===== src/rtl/jk_excitation_driver_if.sv =====
// Target-word handshake and J/K excitation bundle between a stimulus source
// and jk_excitation_driver.
interface jk_excitation_driver_if #(
  parameter int WIDTH = 4,
  parameter int CNT_W = 8
);
  logic             D_VALID;
  logic             D_READY;
  logic [WIDTH-1:0] D;
  logic [WIDTH-1:0] J;
  logic [WIDTH-1:0] K;
  logic [WIDTH-1:0] Q;
  logic [WIDTH-1:0] Qn;
  logic             DONE;
  logic             MISMATCH;
  logic             ERR;
  logic [CNT_W-1:0] TOG_CNT;

  modport master (
    output D_VALID, D,
    input  D_READY, J, K, Q, Qn, DONE, MISMATCH, ERR, TOG_CNT
  );

  modport slave (
    input  D_VALID, D,
    output D_READY, J, K, Q, Qn, DONE, MISMATCH, ERR, TOG_CNT
  );
endinterface


===== src/rtl/jk_excitation_driver.sv =====
// Derives J/K excitation from a target word against the tracked JK register,
// applies it on C and self-checks that the register landed on the target.
//
//   state   | meaning
//   S_IDLE  | ready for a target; J=K=0; accept edge registers excitation
//   S_APPLY | J/K driven; this edge clocks the JK register and toggle count
//   S_CHECK | DONE high; MISMATCH valid; this edge folds MISMATCH into ERR
module jk_excitation_driver #(
  parameter int WIDTH    = 4,
  parameter int DC_VALUE = 0,
  parameter int CNT_W    = 8
) (
  input logic                  C,
  input logic                  RST,
  jk_excitation_driver_if.slave bus
);

  localparam int POP_W = $clog2(WIDTH + 1);
  localparam int SUM_W = ((CNT_W > POP_W) ? CNT_W : POP_W) + 1;
  localparam logic [SUM_W-1:0] CNT_MAX = SUM_W'({CNT_W{1'b1}});
  localparam logic [WIDTH-1:0] DC_VEC  = {WIDTH{DC_VALUE != 0}};

  typedef enum logic [1:0] {
    S_IDLE  = 2'd0,
    S_APPLY = 2'd1,
    S_CHECK = 2'd2
  } state_t;

  state_t           state_q,  state_d;
  logic [WIDTH-1:0] q_q,      q_d;
  logic [WIDTH-1:0] j_q,      j_d;
  logic [WIDTH-1:0] k_q,      k_d;
  logic [WIDTH-1:0] target_q, target_d;
  logic             ready_q,  ready_d;
  logic             done_q,   done_d;
  logic             err_q,    err_d;
  logic [CNT_W-1:0] tog_q,    tog_d;

  logic             mismatch;
  logic [WIDTH-1:0] j_exc;
  logic [WIDTH-1:0] k_exc;
  logic [WIDTH-1:0] q_next;
  logic [WIDTH-1:0] toggle_bits;
  logic [SUM_W-1:0] tog_pop;
  logic [SUM_W-1:0] tog_sum;

  // Excitation table folded into boolean form: J only matters where Q=0,
  // K only where Q=1; the other input takes the don't-care value.
  always_comb begin
    j_exc = (~q_q & bus.D) | (q_q & DC_VEC);
    k_exc = (q_q & ~bus.D) | (~q_q & DC_VEC);
  end

  always_comb begin
    q_next      = (j_q & ~q_q) | (~k_q & q_q);
    toggle_bits = j_q & k_q;
    tog_pop     = '0;
    for (int i = 0; i < WIDTH; i++) begin
      tog_pop = tog_pop + SUM_W'(toggle_bits[i]);
    end
    tog_sum  = SUM_W'(tog_q) + tog_pop;
    mismatch = (state_q == S_CHECK) && (q_q != target_q);
  end

  always_comb begin
    state_d  = state_q;
    q_d      = q_q;
    j_d      = j_q;
    k_d      = k_q;
    target_d = target_q;
    ready_d  = ready_q;
    done_d   = 1'b0;
    err_d    = err_q;
    tog_d    = tog_q;

    case (state_q)
      S_IDLE: begin
        if (bus.D_VALID && ready_q) begin
          target_d = bus.D;
          j_d      = j_exc;
          k_d      = k_exc;
          ready_d  = 1'b0;
          state_d  = S_APPLY;
        end
      end
      S_APPLY: begin
        q_d     = q_next;
        tog_d   = (tog_sum > CNT_MAX) ? CNT_MAX[CNT_W-1:0] : tog_sum[CNT_W-1:0];
        done_d  = 1'b1;
        state_d = S_CHECK;
      end
      S_CHECK: begin
        err_d   = err_q | mismatch;
        j_d     = '0;
        k_d     = '0;
        ready_d = 1'b1;
        state_d = S_IDLE;
      end
      default: begin
        j_d     = '0;
        k_d     = '0;
        ready_d = 1'b1;
        state_d = S_IDLE;
      end
    endcase
  end

  always_ff @(posedge C or posedge RST) begin
    if (RST) begin
      state_q  <= S_IDLE;
      q_q      <= '0;
      j_q      <= '0;
      k_q      <= '0;
      target_q <= '0;
      ready_q  <= 1'b1;
      done_q   <= 1'b0;
      err_q    <= 1'b0;
      tog_q    <= '0;
    end else begin
      state_q  <= state_d;
      q_q      <= q_d;
      j_q      <= j_d;
      k_q      <= k_d;
      target_q <= target_d;
      ready_q  <= ready_d;
      done_q   <= done_d;
      err_q    <= err_d;
      tog_q    <= tog_d;
    end
  end

  assign bus.D_READY  = ready_q;
  assign bus.J        = j_q;
  assign bus.K        = k_q;
  assign bus.Q        = q_q;
  assign bus.Qn       = ~q_q;
  assign bus.DONE     = done_q;
  assign bus.MISMATCH = mismatch;
  assign bus.ERR      = err_q;
  assign bus.TOG_CNT  = tog_q;

endmodule


===== src/flat_wrapper.sv =====
// flat-port wrapper written by rule: the top's interface ports become plain ports
module jk_excitation_driver_flat 
#(
  parameter int WIDTH    = 4,
  parameter int DC_VALUE = 0,
  parameter int CNT_W    = 8
)
  (C, RST, bus_D_VALID, bus_D, bus_D_READY, bus_J, bus_K, bus_Q, bus_Qn, bus_DONE, bus_MISMATCH, bus_ERR, bus_TOG_CNT);
  jk_excitation_driver_if #(.WIDTH(WIDTH), .CNT_W(CNT_W)) bus_i ();
  input logic C;
  input logic RST;
  input wire logic [$bits(bus_i.D_VALID)-1:0] bus_D_VALID;
  input wire logic [$bits(bus_i.D)-1:0] bus_D;
  output wire logic [$bits(bus_i.D_READY)-1:0] bus_D_READY;
  output wire logic [$bits(bus_i.J)-1:0] bus_J;
  output wire logic [$bits(bus_i.K)-1:0] bus_K;
  output wire logic [$bits(bus_i.Q)-1:0] bus_Q;
  output wire logic [$bits(bus_i.Qn)-1:0] bus_Qn;
  output wire logic [$bits(bus_i.DONE)-1:0] bus_DONE;
  output wire logic [$bits(bus_i.MISMATCH)-1:0] bus_MISMATCH;
  output wire logic [$bits(bus_i.ERR)-1:0] bus_ERR;
  output wire logic [$bits(bus_i.TOG_CNT)-1:0] bus_TOG_CNT;
  assign bus_i.D_VALID = bus_D_VALID;
  assign bus_i.D = bus_D;
  assign bus_D_READY = bus_i.D_READY;
  assign bus_J = bus_i.J;
  assign bus_K = bus_i.K;
  assign bus_Q = bus_i.Q;
  assign bus_Qn = bus_i.Qn;
  assign bus_DONE = bus_i.DONE;
  assign bus_MISMATCH = bus_i.MISMATCH;
  assign bus_ERR = bus_i.ERR;
  assign bus_TOG_CNT = bus_i.TOG_CNT;
  jk_excitation_driver #(.WIDTH(WIDTH), .DC_VALUE(DC_VALUE), .CNT_W(CNT_W)) u_core (.C(C), .RST(RST), .bus(bus_i));
endmodule

===== config.mk =====
export PLATFORM = sky130hd
export DESIGN_NAME = jk_excitation_driver_flat
export DESIGN_NICKNAME = d
export VERILOG_FILES = /design/src/rtl/jk_excitation_driver_if.sv /design/src/rtl/jk_excitation_driver.sv /design/src/flat_wrapper.sv
export SDC_FILE = /design/constraint.sdc
export NUM_CORES = 1
export LEC_CHECK = 0
export CAP_MARGIN = 10
export CORE_MARGIN = 2
export CORE_UTILIZATION = 48
export CTS_CLUSTER_DIAMETER = 80
export DETAILED_ROUTE_END_ITERATION = 8
export GPL_TIMING_DRIVEN = 0
export PLACE_DENSITY = 0.77
export SLEW_MARGIN = 5
export SYNTH_ARGS = -nofsm -noshare
export SYNTH_HDL_FRONTEND = slang
export SYNTH_SLANG_ARGS = --single-unit

===== constraint.sdc =====
create_clock -name C -period 3 [get_ports C]
set_clock_uncertainty 0.05 [all_clocks]
set_input_delay 0.75 -clock C [delete_from_list [all_inputs] [get_ports C]]
set_output_delay 0.75 -clock C [all_outputs]
set_load 0.02 [all_outputs]

**After elaboration in Yosys (flattened, before gate mapping)**

Cells that the tools add are included.

- Register bits: 29
- Latch bits: 0
- Memory bits (writable): 0
- ROM bits: 0
- Input port bits: 7
- Output and inout port bits: 28
- Word-level logic and storage cells: 44
- Memories kept: 0

- Add/subtract/negate cells: 4
- $mul: 0
- Div/mod/pow operators: 0
- Magnitude comparators: 1
- Equality and inequality tests: 4
- Shifts and indexed selects: 0
- Mux-type cells: 10
- Bitwise logic cells: 11
- Reductions and logical operators: 5

Operators by type and width:

| kind | count |
|---|---|
| $and A4 B4 Y4 | 5 |
| $add A9 B1 Y9 | 2 |
| $pmux W4 S2 | 2 |
| $not A4 Y4 | 3 |
| $add A8 B9 Y9 | 1 |
| $gt A9 B8 Y1 const B | 1 |
| $mux W4 | 2 |
| $mux W8 | 1 |
| $ne A4 B4 Y1 | 1 |
| $or A4 B4 Y4 | 1 |
| $pmux W2 S2 | 1 |
| $reduce_and A2 Y1 | 2 |
| $add A1 B1 Y2 | 1 |
| $eq A2 B1 Y1 const B | 1 |
| $eq A2 B2 Y1 const B | 1 |
| $logic_and A1 B1 Y1 | 2 |
| $logic_not A2 Y1 | 1 |
| $mux W1 | 2 |
| $mux W2 | 1 |
| $ne A2 B1 Y1 const B | 1 |
| $pmux W1 S2 | 1 |
| $not A1 Y1 | 1 |
| $or A1 B1 Y1 | 1 |

**Logic depth before layout (Yosys ltp)**

- Depth after elaboration: 7
- Mapped depth: 8
- Gate-level depth less buffers: 8

**Worst setup path before layout**

OpenSTA, ideal clock, no wires.

- Path type: reg2reg
- From: reg u_core.k_q[0], in the netlist u_core.bus.K[0]
- To: reg u_core.tog_q[7], in the netlist u_core.bus.TOG_CNT[7]
- Setup time: 125 ps
- Data arrival time: 2528 ps
- Required time: 2825 ps
- Slack: 298 ps
- Cell stages (with the launch flop): 9
- Path buffers: 0
- Clock period less this slack: 2702 ps
- Cell sequence: dfrtp_1 and2_1 ha_1 fa_1 ha_1 fa_1 a21oi_1 o21ai_0 mux2_2

- Longest elaborated chain between the ends: 7

Ends and longest elaborated chain:

| what | line | text |
|---|---|---|
| start, declared | jk_excitation_driver.sv:32 | `logic [WIDTH-1:0] k_q, k_d;` |
| start signal, assigned | jk_excitation_driver.sv:123 | `k_q <= k_d;` |
| $and A4 B4 Y4 (*) | jk_excitation_driver.sv:56 | `toggle_bits = j_q & k_q;` |
| $add A1 B1 Y2 (*) | jk_excitation_driver.sv:59 | `tog_pop = tog_pop + SUM_W'(toggle_bits[i]);` |
| $add A9 B1 Y9 (*) (2 in series) | jk_excitation_driver.sv:59 |  |
| $add A8 B9 Y9 (*) | jk_excitation_driver.sv:61 | `tog_sum = SUM_W'(tog_q) + tog_pop;` |
| $gt A9 B8 Y1 | jk_excitation_driver.sv:88 | `tog_d = (tog_sum > CNT_MAX) ? CNT_MAX[CNT_W-1:0] : tog_sum[CNT_W-1:0];` |
| $mux W8 (*) | jk_excitation_driver.sv:88 |  |
| end signal, assigned | jk_excitation_driver.sv:128 | `tog_q <= tog_d;` |
| end, declared | jk_excitation_driver.sv:37 | `logic [CNT_W-1:0] tog_q, tog_d;` |

Mark *: on every way between the ends. The rest lies on a longest branch, timed or not.
A chain may end at the register's enable or synchronous reset.

**Worst setup path after layout**

- From: reg u_core.q_q[3], in the netlist u_core.bus.Q[3]
- To: out bus_MISMATCH

- Longest elaborated chain between the ends: 2

Ends and longest elaborated chain:

| what | line | text |
|---|---|---|
| start, declared | jk_excitation_driver.sv:30 | `logic [WIDTH-1:0] q_q, q_d;` |
| start signal, assigned | jk_excitation_driver.sv:121 | `q_q <= q_d;` |
| $ne A4 B4 Y1 | jk_excitation_driver.sv:62 | `mismatch = (state_q == S_CHECK) && (q_q != target_q);` |
| $logic_and A1 B1 Y1 | jk_excitation_driver.sv:62 |  |
| end, declared | flat_wrapper.sv:20 | `output wire logic [$bits(bus_i.MISMATCH)-1:0] bus_MISMATCH;` |

No other way between the ends.

==> results.md <==
* CTS clk-pin slew, worst paths at ~90 ps
* CTS Sinks at 29
* Power Dens Cells at 987 mW/mm^2
* Req. time, crit path at 2200 ps
* Critical Path AT at 2040 ps
* Post-layout min period at 2840 ps
* Crit. path cell count at 4
* Total power at 1860 uW
* Number of remaining DRC errors at 0
* Clock buffer depth at 2
* CTS Hold Bufs at 0
* Ports at 35
* Fill cells at 216
* TritonCTS buffer count at 5
* Commonest non-fill, non-tap cells in the layout: 34 x clkdlybuf4s50_1, 28 x dfrtp_1, 13 x inv_1
* Post-Synthesis Cell Area at 0.00141 sq mm
* CP cell instances: xor2_1, nor4_1, nor2_1, clkdlybuf4s50_1
* Post-synthesis net count at 138
* VDD IR max at 0.926 mV
* Commonest non-fill, non-tap cell in the layout: clkdlybuf4s50_1
* Clk_lat worst skew at between 300 and 400 ps
* Class of the worst hold path: reg -> reg
* Unique masters post-synth at 34
* Slowest-stage cell, CP: clkdlybuf4s50_1
* Max FO, Critical Path at 6
* CP delay by family, top: buffers and inverters
* Largest net degree at the start of global routing at 30
* HPWL Detailed at between 2000 and 2500 um
* Die W at 58.2 um
* Post_cts resized at 0
* Crit path to: bus_MISMATCH
* Setup Viol. Count Final at 0
* Per-cell routed wire length at 15.2 um
* FP Rows at 19
* Die Ht at between 50 and 60 um
* H-Tree Depth at 2
* Die area at 0.00339 sq mm
* Max Slew Vio Count at 0
* Area Growth Syn to Fin at 33.8%
* Status: finished clean
* Top cell type's share of synthesized area at 0.496
* Crit path launch type: flip-flop
* Clk root buf: clkbuf_4
* Fmax achieved at 352 MHz
* Crit Path Class: reg -> out
* Leakage Power at 0.000860 uW
* Register-to-register path setup slack at 260 ps
* Ant diodes at 0
* Yosys Warn Count at 0
* Critical Path End Type: primary output
* Worst-Margin Slew at approximately 760 ps
* Final period util at 0.946
* Syn_area_per_cell at 11.4 sq um
* Routability cong. at between 0.7 and 0.8
* R2R cell count at 8
* Detailed Route Iter0 Violations at 33
* Final antenna-violating net count at 0
* First-pass GRT wire length at 4960 um
* Synth Register Bits at 29
* Starting density of the core at 0.507
* Worst Path Buf+Inv at 1
* TritonRoute pass-1 iters at 4
* R2r startpoint: u_core.bus.K[1]
* Most area-consuming cells after synthesis: dfrtp_1 50%, a32o_1 5.7%, mux2_2 4.8%, ha_1 4.4%, inv_1 3.5%
* TNS Setup at 0 ps
* Synth area leader: dfrtp_1
* GRT Total Usage at 0.199
* Post-CTS Setup Bufs at 0
* RSZ-0062 raised after global routing: false
* Max_cap viols at 0
* GRT overflow at 0
* CP Launch Point: u_core.bus.Q[3]
* Initial antenna violation count at 0
* PortBufs at 34
* Vias per inst at 5.68
* Number of global-route vias before repair at 1081
* Nets at 180
* Core area at around 0.0028 sq mm
* Slowest stage delay, CP at 550 ps
* Worst r2r dst: u_core.bus.TOG_CNT[7]
* Cells after Synth at 124
* Vias at 1124
* Total routed wirelength at 3020 um
* Final hold violation count at 0
* Slew Limit Headroom at 0.489
* Layout cells sized above 1 at 0.132
* TritonCTS clock tree: done
* Post-synthesis sequential area ratio at 0.515
-- cell usage after synthesis (all sizes together) --
cell	instances
a211oi	1
a21o	1
a21oi	8
a31oi	6
a32o	8
and2	4
and4	1
buf	3
dfrtp	28
dfstp	1
fa	2
ha	5
inv	13
mux2	6
mux2i	1
nand2	3
nand2b	2
nand3	5
nand3b	1
nand4	1
nor2	9
nor3	2
nor4	1
nor4b	1
o21ai	1
o21bai	1
o31ai	1
o41ai	1
or4	2
xnor2	1
xor2	4
-- area by class of cell --
| cell class | count | area [sq um] | share of cell area |
|---|---|---|---|
| sequential | 29 | 727 | 0.385 |
| multi-input combinational | 79 | 614 | 0.325 |
| timing repair buffer | 35 | 368 | 0.195 |
| clock buffer | 7 | 65.1 | 0.0345 |
| inverter | 13 | 48.8 | 0.0258 |
| tap | 31 | 38.8 | 0.0205 |
| buffer | 3 | 21.3 | 0.0113 |
| clock inverter | 1 | 5.00 | 0.00265 |
-- worst min-delay path by stage --
stage / from / to / slack, ps / cells past startpoint
2_1_floorplan: u_core.target_q[1] / u_core.target_q[1] / 450 / 1
3_3_place_gp: u_core.bus.ERR / u_core.bus.ERR / 410 / 1
3_5_place_dp: u_core.bus.ERR / u_core.bus.ERR / 420 / 1
4_1_cts: u_core.bus.ERR / u_core.bus.ERR / 440 / 1
5_1_grt: u_core.bus.ERR / u_core.bus.ERR / 470 / 1
6_report: u_core.bus.ERR / u_core.bus.ERR / 440 / 1
-- where the power goes --
| part | switching (uW) | internal (uW) | leakage [uW] | total [uW] |
|---|---|---|---|---|
| logic | 455 | 431 | 0.000458 | 886 |
| registers | 163 | 538 | 0.000361 | 701 |
| clock network | 141 | 136 | 0.0000413 | 277 |
| total | 759 | 1100 | 0.000860 | 1860 |
-- logic make-up after synthesis --
| group | count (synthesis) | share of synthesized area |
|---|---|---|
| adder cells (fa/ha/maj) | 7 | 0.0727 |
| flip-flops | 29 | 0.515 |
| XOR/XNOR | 5 | 0.0310 |
| multiplexers | 7 | 0.0550 |
| AO/OA/AOI/OAI | 28 | 0.143 |
| buffers and inverters | 16 | 0.0496 |
| AND/OR/NAND/NOR | 32 | 0.134 |
-- flip-flops by register name (all words and copies together), names as in the netlist --
signal              count
u_core.bus.K            4
u_core.bus.TOG_CNT      8
u_core.state_q          2
u_core.bus.ERR          1
u_core.bus.DONE         1
u_core.target_q         4
u_core.bus.J            4
u_core.bus.D_READY      1
u_core.bus.Q            4
-- worst reg2reg max path, stage by stage (launching register included) --
cell     delay (ps)
dfrtp_1         420
and2_1          190
ha_1            290
fa_1            460
ha_1            230
fa_1            420
a21oi_1         210
o21ai_0         100
mux2_2          270
-- metrics by stage --
step                utilization  area, sq um  hold slack [ps]  cells  worst slack, ps
finish                    0.679         1890              437    198              161
global placement          0.644         1790              412    189              307
CTS                       0.669         1860              442    197              132
floorplan                     -         1410              451    124              298
detailed placement        0.644         1790              417    189              272
global route              0.679         1890              469    198             33.1
-- routing by layer --
metal | track usage | vias up | share of wire | wire length, um
met5 | 0 | - | 0 | 0
met4 | 0.0864 | 0 | 0.014 | 43
met3 | 0.0625 | 4 | 0.050 | 151
met2 | 0.315 | 32 | 0.49 | 1490
met1 | 0.252 | 556 | 0.44 | 1330
li1 | - | 532 | - | -
No activity file was read; power rests on OpenSTA's default activity.
